File: src/rtl/serdes_sipo_piso_if.sv
// -----------------------------------------------------------------------------
// serdes_sipo_piso_if
// Groups the serial stream handshakes of the SIPO/PISO re-framer.
//
// Signals:
//   d_in     producer -> block  serial input data bit
//   valid_i  producer -> block  d_in is valid this cycle
//   ready_o  block -> producer  block accepts d_in this cycle
//   d_out    block -> consumer  serial output data bit
//   valid_o  block -> consumer  d_out is valid this cycle
//   ready_i  consumer -> block  consumer accepts d_out this cycle
//
// Modports:
//   slave   the re-framer itself (samples the input stream and ready_i,
//           drives ready_o and the output stream)
//   master  the environment around it (serial producer plus consumer)
// -----------------------------------------------------------------------------
interface serdes_sipo_piso_if;

    logic d_in;
    logic valid_i;
    logic ready_o;
    logic d_out;
    logic valid_o;
    logic ready_i;

    modport slave (
        input  d_in,
        input  valid_i,
        input  ready_i,
        output ready_o,
        output d_out,
        output valid_o
    );

    modport master (
        output d_in,
        output valid_i,
        output ready_i,
        input  ready_o,
        input  d_out,
        input  valid_o
    );

endinterface

File: src/rtl/serdes_sipo_piso.sv
// -----------------------------------------------------------------------------
// serdes_sipo_piso
// Single-clock serial re-framer. Incoming bits are gathered LSB-first into a
// WIDTH-bit word (SIPO). A finished word is parked in a one-word hold
// register. From there it is re-serialised LSB-first (PISO). The output bit
// stream equals the input bit stream. It is only delayed and subject to
// backpressure.
//
// Ports:
//   sclk_i  clock; all state updates on the rising edge
//   rst_i   synchronous, active-high reset
//   sio     stream interface (slave modport):
//             d_in/valid_i/ready_o  input stream, ready_o is combinational
//             d_out/valid_o/ready_i output stream, valid_o is a flop,
//                                   d_out is a flopped bit gated by valid_o
// -----------------------------------------------------------------------------
module serdes_sipo_piso #(
    parameter int WIDTH = 8
) (
    input  logic                     sclk_i,
    input  logic                     rst_i,
    serdes_sipo_piso_if.slave        sio
);

    localparam int CW = (WIDTH > 1) ? $clog2(WIDTH) : 1;
    localparam logic [CW-1:0] LAST_IDX = CW'(WIDTH - 1);
    localparam logic [CW-1:0] CNT_ONE  = CW'(1);
    localparam logic [CW-1:0] CNT_ZERO = CW'(0);

    // ------------------------------------------------------------------
    // State
    // ------------------------------------------------------------------
    logic [WIDTH-1:0] sipo_q,      sipo_d;
    logic [CW-1:0]    in_cnt_q,    in_cnt_d;
    logic [WIDTH-1:0] hold_q,      hold_d;
    logic             hold_full_q, hold_full_d;
    logic [WIDTH-1:0] piso_q,      piso_d;
    logic [CW-1:0]    out_cnt_q,   out_cnt_d;
    logic             piso_busy_q, piso_busy_d;

    // ------------------------------------------------------------------
    // Handshake / control terms
    // ------------------------------------------------------------------
    logic in_last_s;     // next accepted bit completes a word
    logic out_last_s;    // bit on d_out is the last of its word
    logic out_xfer_s;    // output transfer at this edge
    logic load_s;        // hold -> PISO copy at this edge
    logic ready_s;       // input side can accept
    logic in_acc_s;      // input accept at this edge
    logic word_done_s;   // accept that completes a word

    // Handshake decode. The hold register drains either into an idle PISO
    // or into one whose last bit is leaving this very edge. That second
    // case gives seamless back-to-back words. ready_o only drops for the
    // final bit of a word, and only while the hold register still has no
    // place to go.
    always_comb begin
        in_last_s   = (in_cnt_q == LAST_IDX);
        out_last_s  = (out_cnt_q == LAST_IDX);
        out_xfer_s  = piso_busy_q && sio.ready_i;
        load_s      = hold_full_q && (!piso_busy_q || (out_last_s && out_xfer_s));
        ready_s     = !(in_last_s && hold_full_q && !load_s);
        in_acc_s    = sio.valid_i && ready_s;
        word_done_s = in_acc_s && in_last_s;
    end

    // SIPO next state: bit k of a word lands at position k, so arrival
    // order maps to LSB-first storage.
    always_comb begin
        sipo_d   = sipo_q;
        in_cnt_d = in_cnt_q;
        if (in_acc_s) begin
            sipo_d[in_cnt_q] = sio.d_in;
            if (in_last_s) begin
                in_cnt_d = CNT_ZERO;
            end else begin
                in_cnt_d = in_cnt_q + CNT_ONE;
            end
        end else begin
            sipo_d   = sipo_q;
            in_cnt_d = in_cnt_q;
        end
    end

    // Hold register next state. A word completing on the same edge as a
    // load re-fills the register, so "set" takes priority over "clear".
    // sipo_d already carries the bit being accepted now, which makes the
    // captured word complete.
    always_comb begin
        hold_d      = hold_q;
        hold_full_d = hold_full_q;
        if (word_done_s) begin
            hold_d      = sipo_d;
            hold_full_d = 1'b1;
        end else if (load_s) begin
            hold_d      = hold_q;
            hold_full_d = 1'b0;
        end else begin
            hold_d      = hold_q;
            hold_full_d = hold_full_q;
        end
    end

    // PISO next state. A load always wins over the shift. A load can only
    // coincide with a transfer when that transfer is the final bit of the
    // current word, so no valid bit is overwritten.
    always_comb begin
        piso_d      = piso_q;
        out_cnt_d   = out_cnt_q;
        piso_busy_d = piso_busy_q;
        if (load_s) begin
            piso_d      = hold_q;
            out_cnt_d   = CNT_ZERO;
            piso_busy_d = 1'b1;
        end else if (out_xfer_s) begin
            piso_d = {1'b0, piso_q[WIDTH-1:1]};
            if (out_last_s) begin
                out_cnt_d   = CNT_ZERO;
                piso_busy_d = 1'b0;
            end else begin
                out_cnt_d   = out_cnt_q + CNT_ONE;
                piso_busy_d = 1'b1;
            end
        end else begin
            piso_d      = piso_q;
            out_cnt_d   = out_cnt_q;
            piso_busy_d = piso_busy_q;
        end
    end

    // State register with synchronous reset. A reset drops any partial and
    // buffered words.
    always_ff @(posedge sclk_i) begin
        if (rst_i) begin
            sipo_q      <= {WIDTH{1'b0}};
            in_cnt_q    <= CNT_ZERO;
            hold_q      <= {WIDTH{1'b0}};
            hold_full_q <= 1'b0;
            piso_q      <= {WIDTH{1'b0}};
            out_cnt_q   <= CNT_ZERO;
            piso_busy_q <= 1'b0;
        end else begin
            sipo_q      <= sipo_d;
            in_cnt_q    <= in_cnt_d;
            hold_q      <= hold_d;
            hold_full_q <= hold_full_d;
            piso_q      <= piso_d;
            out_cnt_q   <= out_cnt_d;
            piso_busy_q <= piso_busy_d;
        end
    end

    // Output drive. d_out is forced low while idle so the line never shows
    // stale shift-register contents.
    assign sio.ready_o = ready_s;
    assign sio.valid_o = piso_busy_q;
    assign sio.d_out   = piso_busy_q ? piso_q[0] : 1'b0;

endmodule

File: src/flat_wrapper.sv
// flat-port wrapper written by rule: the top's interface ports become plain ports
module serdes_sipo_piso_flat 
#(
    parameter int WIDTH = 8
)
  (sclk_i, rst_i, sio_d_in, sio_valid_i, sio_ready_i, sio_ready_o, sio_d_out, sio_valid_o);
  serdes_sipo_piso_if sio_i ();
  input  logic sclk_i;
  input  logic rst_i;
  input wire logic [$bits(sio_i.d_in)-1:0] sio_d_in;
  input wire logic [$bits(sio_i.valid_i)-1:0] sio_valid_i;
  input wire logic [$bits(sio_i.ready_i)-1:0] sio_ready_i;
  output wire logic [$bits(sio_i.ready_o)-1:0] sio_ready_o;
  output wire logic [$bits(sio_i.d_out)-1:0] sio_d_out;
  output wire logic [$bits(sio_i.valid_o)-1:0] sio_valid_o;
  assign sio_i.d_in = sio_d_in;
  assign sio_i.valid_i = sio_valid_i;
  assign sio_i.ready_i = sio_ready_i;
  assign sio_ready_o = sio_i.ready_o;
  assign sio_d_out = sio_i.d_out;
  assign sio_valid_o = sio_i.valid_o;
  serdes_sipo_piso #(.WIDTH(WIDTH)) u_core (.sclk_i(sclk_i), .rst_i(rst_i), .sio(sio_i));
endmodule
File: config.mk
export PLATFORM = sky130hd
export DESIGN_NAME = serdes_sipo_piso_flat
export DESIGN_NICKNAME = d
export VERILOG_FILES = /design/src/rtl/serdes_sipo_piso_if.sv /design/src/rtl/serdes_sipo_piso.sv /design/src/flat_wrapper.sv
export SDC_FILE = /design/constraint.sdc
export NUM_CORES = 1
export LEC_CHECK = 0
export BUFFER_PORTS_ARGS = -buffer_cell sky130_fd_sc_hd__buf_2
export CAP_MARGIN = 15
export CELL_PAD_IN_SITES_DETAIL_PLACEMENT = 0
export CELL_PAD_IN_SITES_GLOBAL_PLACEMENT = 1
export CORE_ASPECT_RATIO = 1.2
export CORE_MARGIN = 4
export CORE_UTILIZATION = 48
export CTS_BUF_LIST = sky130_fd_sc_hd__clkbuf_16
export DETAILED_ROUTE_END_ITERATION = 16
export PLACE_DENSITY = 0.85
export SYNTH_ARGS = -nofsm -noshare
export SYNTH_HDL_FRONTEND = slang
export SYNTH_SLANG_ARGS = --single-unit
File: constraint.sdc
create_clock -name sclk_i -period 4.4 [get_ports sclk_i]
set_input_delay 0.22 -clock sclk_i [delete_from_list [all_inputs] [get_ports sclk_i]]
set_output_delay 0.22 -clock sclk_i [all_outputs]
set_load 0.05 [all_outputs]
==> results.toml <==
[pwr]
leakagePower_nw = 0.550
max-vdd-ir-drop_mv = 0.352
power.density_nw_per_um2 = 423

[cts]
clkTransAtPathRegs_ns = 0.05
cts_num_sinks = 32
clk_path_buf_depth = 2
cts_buffers = 5
postCtsHoldBufs = 0
clk_latency_ns = 0.27
cts_setup_buffers = 0
root_buffer = "clkbuf_16"
post_cts_resized = 0
cts_tree = "yes"
cts_max_level = 2

[layout]
antenna_cells = 0
final_common_cell = "dfxtp_1"
layout-drive-gt1-share = 0.0904
design_area_um2 = 1650
final_cell_mix = "dfxtp_1, nand2_1, nor2_1"
finalNetCount = 185
instances_no_fill = 211
multi_input_area_um2 = 744
area_growth_pct = 12.6
num-fill-cells = 257
seq_area_um2 = 641

[logic_synthesis]
postSynthCellCount = 172
synth.avg_cell_area_um2 = 8.52
synth_compound_area_frac = 0.229
synth_top_cell_area_share = 0.437
yosys.area_share.simple = 0.238
ys_types = 30
ys_seq_area_frac = 0.437
synth_nets = 181
synth_area_leaders = "dfxtp_1, a311oi_1, nand2_1"
synth_xor_area_frac = 0
muxShareOfSynthArea = 0.00683
synthAdderAreaFrac = 0.0342
synth_top_family_by_area = "simple AND/OR/NAND/NOR gates"
synth-seq-cells = 32
yosysTopAreaCell = "dfxtp_1"
synthesis.area_um2 = 1470
synth_warnings = 0

[global_routing]
grt_use_total = 0.159
grt_pass1_wl_um = 4770
grt_max_degree = 34
grt_pass1_vias = 1078
antenna_found_initial = 0
grt_overflow = 0

[sta]
slew_headroom = 0.329
fin_ws_ns = 2.14
fin_tns_setup_ns = 0
finalClockSkew_ns = 0.00525
period_needed_ns = 2.26
fmaxAchievable_mhz = 443
worst_slew_pin_slew_ns = 1.01
rsz0062_at_grt = "no"
drv_slew = 0
final-setup-viol-count = 0
hold_viol = 0
fin_crit_sh = 0.513

[setup_path]
cp_slowest_cell = "a21oi_1"
crit_top_cell = "ha_1"
critical_path.endpoint_type = "flop"
required_ns = 4.58
path_cells = "ha_1 -> ha_1 -> nand2_1 -> a21oi_1 -> nor2_1 -> a311oi_1"
cp.arrival_ns = 2.44
cp_max_fo = 16
crit_type = "flop to flop"
crit_buf_inv = 0
setup.worst_path.start_class = "flop"
cpLargestDelayFamily = "compound AO/OA/AOI/OAI gates"
slowest_delay_ns = 0.78

[floorplanning]
io-pin-count = 8
die_w_um = 58.4
num_rows = 21
fp.dieH_um = 68.5
core_area_um2 = 2860
die_area_um2 = 4000
start_util = 0.512

[drt]
vias = 1206
wl_per_cell_um = 13.5
vias_per_cell = 5.72
finalWirelength_um = 2850
drtIter0Drc = 30
drtPass1Iterations = 4
ant_nets = 0
drcViolationCount = 0

[placed_design]
dp_hpwl_um = 1930
dp_slack_ns = 2.15
gp_congestion = 0.883
portBuffers = 7
placed_cells = 203
placed_area_um2 = 1490

[run_status]
status = "complete, no violations"

[worst_hold_path]
hp-class = "input pin to flop"

[run]
max_cap_viol_count = 0
logic make-up after synthesis:
| logic type | count (synthesis) |
|---|---|
| muxes | 1 |
| adders and majority gates | 4 |
| AOI/OAI and AO/OA | 47 |
| buffers and inverters | 16 |
| DFF | 32 |
| and+or+nand+nor | 72 |
cell type report:
type                            instances  share of cell area
Timing Repair Buffer                    7              0.0212
Clock buffer                            5              0.0759
Sequential cell                        32               0.388
Clock inverter                          3              0.0235
Tap cell                               34              0.0258
Inverter                                6              0.0137
Multi-Input combinational cell        124               0.451
cell usage after synthesis:
library cell	number
a211oi_1	2
nor3_1	3
o31a_1	2
o22ai_1	4
o21ai_1	1
o2bb2a_1	1
a21boi_4	1
nand2_1	21
o21ai_0	12
ha_1	4
buf_2	1
nand3_1	5
nor3b_1	2
clkbuf_1	6
buf_6	2
and2_1	2
nand3b_1	5
or3_1	6
nand4_1	1
a21oi_1	7
o32ai_1	4
mux2i_1	1
nand2b_1	3
dfxtp_1	32
nor2b_1	2
a311oi_1	13
buf_4	1
nor2_1	21
and3_4	1
inv_1	6
final timing paths:
path | from | to | slack [ns] | cells after the start
setup / recovery | u_core.in_cnt_q[1] | u_core.hold_q[6] | 2.14 | 6
hold / removal | sio_valid_i | u_core.in_cnt_q[2] | 0.27 | 3
setup reg to reg | u_core.in_cnt_q[1] | u_core.hold_q[6] | 2.14 | 6
hold reg to reg | u_core.piso_q[2] | u_core.piso_q[1] | 0.48 | 2
worst register-to-register path, delay by kind of cell, from the launching register on:
family / cells / cell delay (ns)
fa+ha+maj: 2 / 0.43
flops: 1 / 0.51
compound gates: 2 / 1.06
simple gates: 2 / 0.18
routing by layer:
metal,track usage,up-vias,wire [µm]
met5,0,-,0
met4,0.0957,0,17
met3,0.0410,2,118
met2,0.265,30,1410
met1,0.183,539,1300
li1,-,635,-
state kept, by name (all words and copies together), names as in the netlist:
signal	cells
u_core.sipo_q	8
u_core.in_cnt_q	3
u_core.piso_q	8
u_core.out_cnt_q	3
u_core.hold_full_q	1
u_core.hold_q	8
u_core.sio.valid_o	1
metrics by stage:
stage	hold slack (ns)	total power [mW]	utilization
2_1_floorplan	0.380	0.318	-
4_1_cts	0.253	0.707	0.576
5_1_grt	0.264	0.722	0.576
3_3_place_gp	0.463	0.325	0.519
3_5_place_dp	0.472	0.325	0.519
6_report	0.269	0.697	0.576
where the power goes:
group	switching, mW	internal (mW)
Combinational	0.0155	0.00730
Clock	0.114	0.263
Sequential	0.00363	0.293
Total	0.134	0.563
No activity file was read; power rests on OpenSTA's default activity.
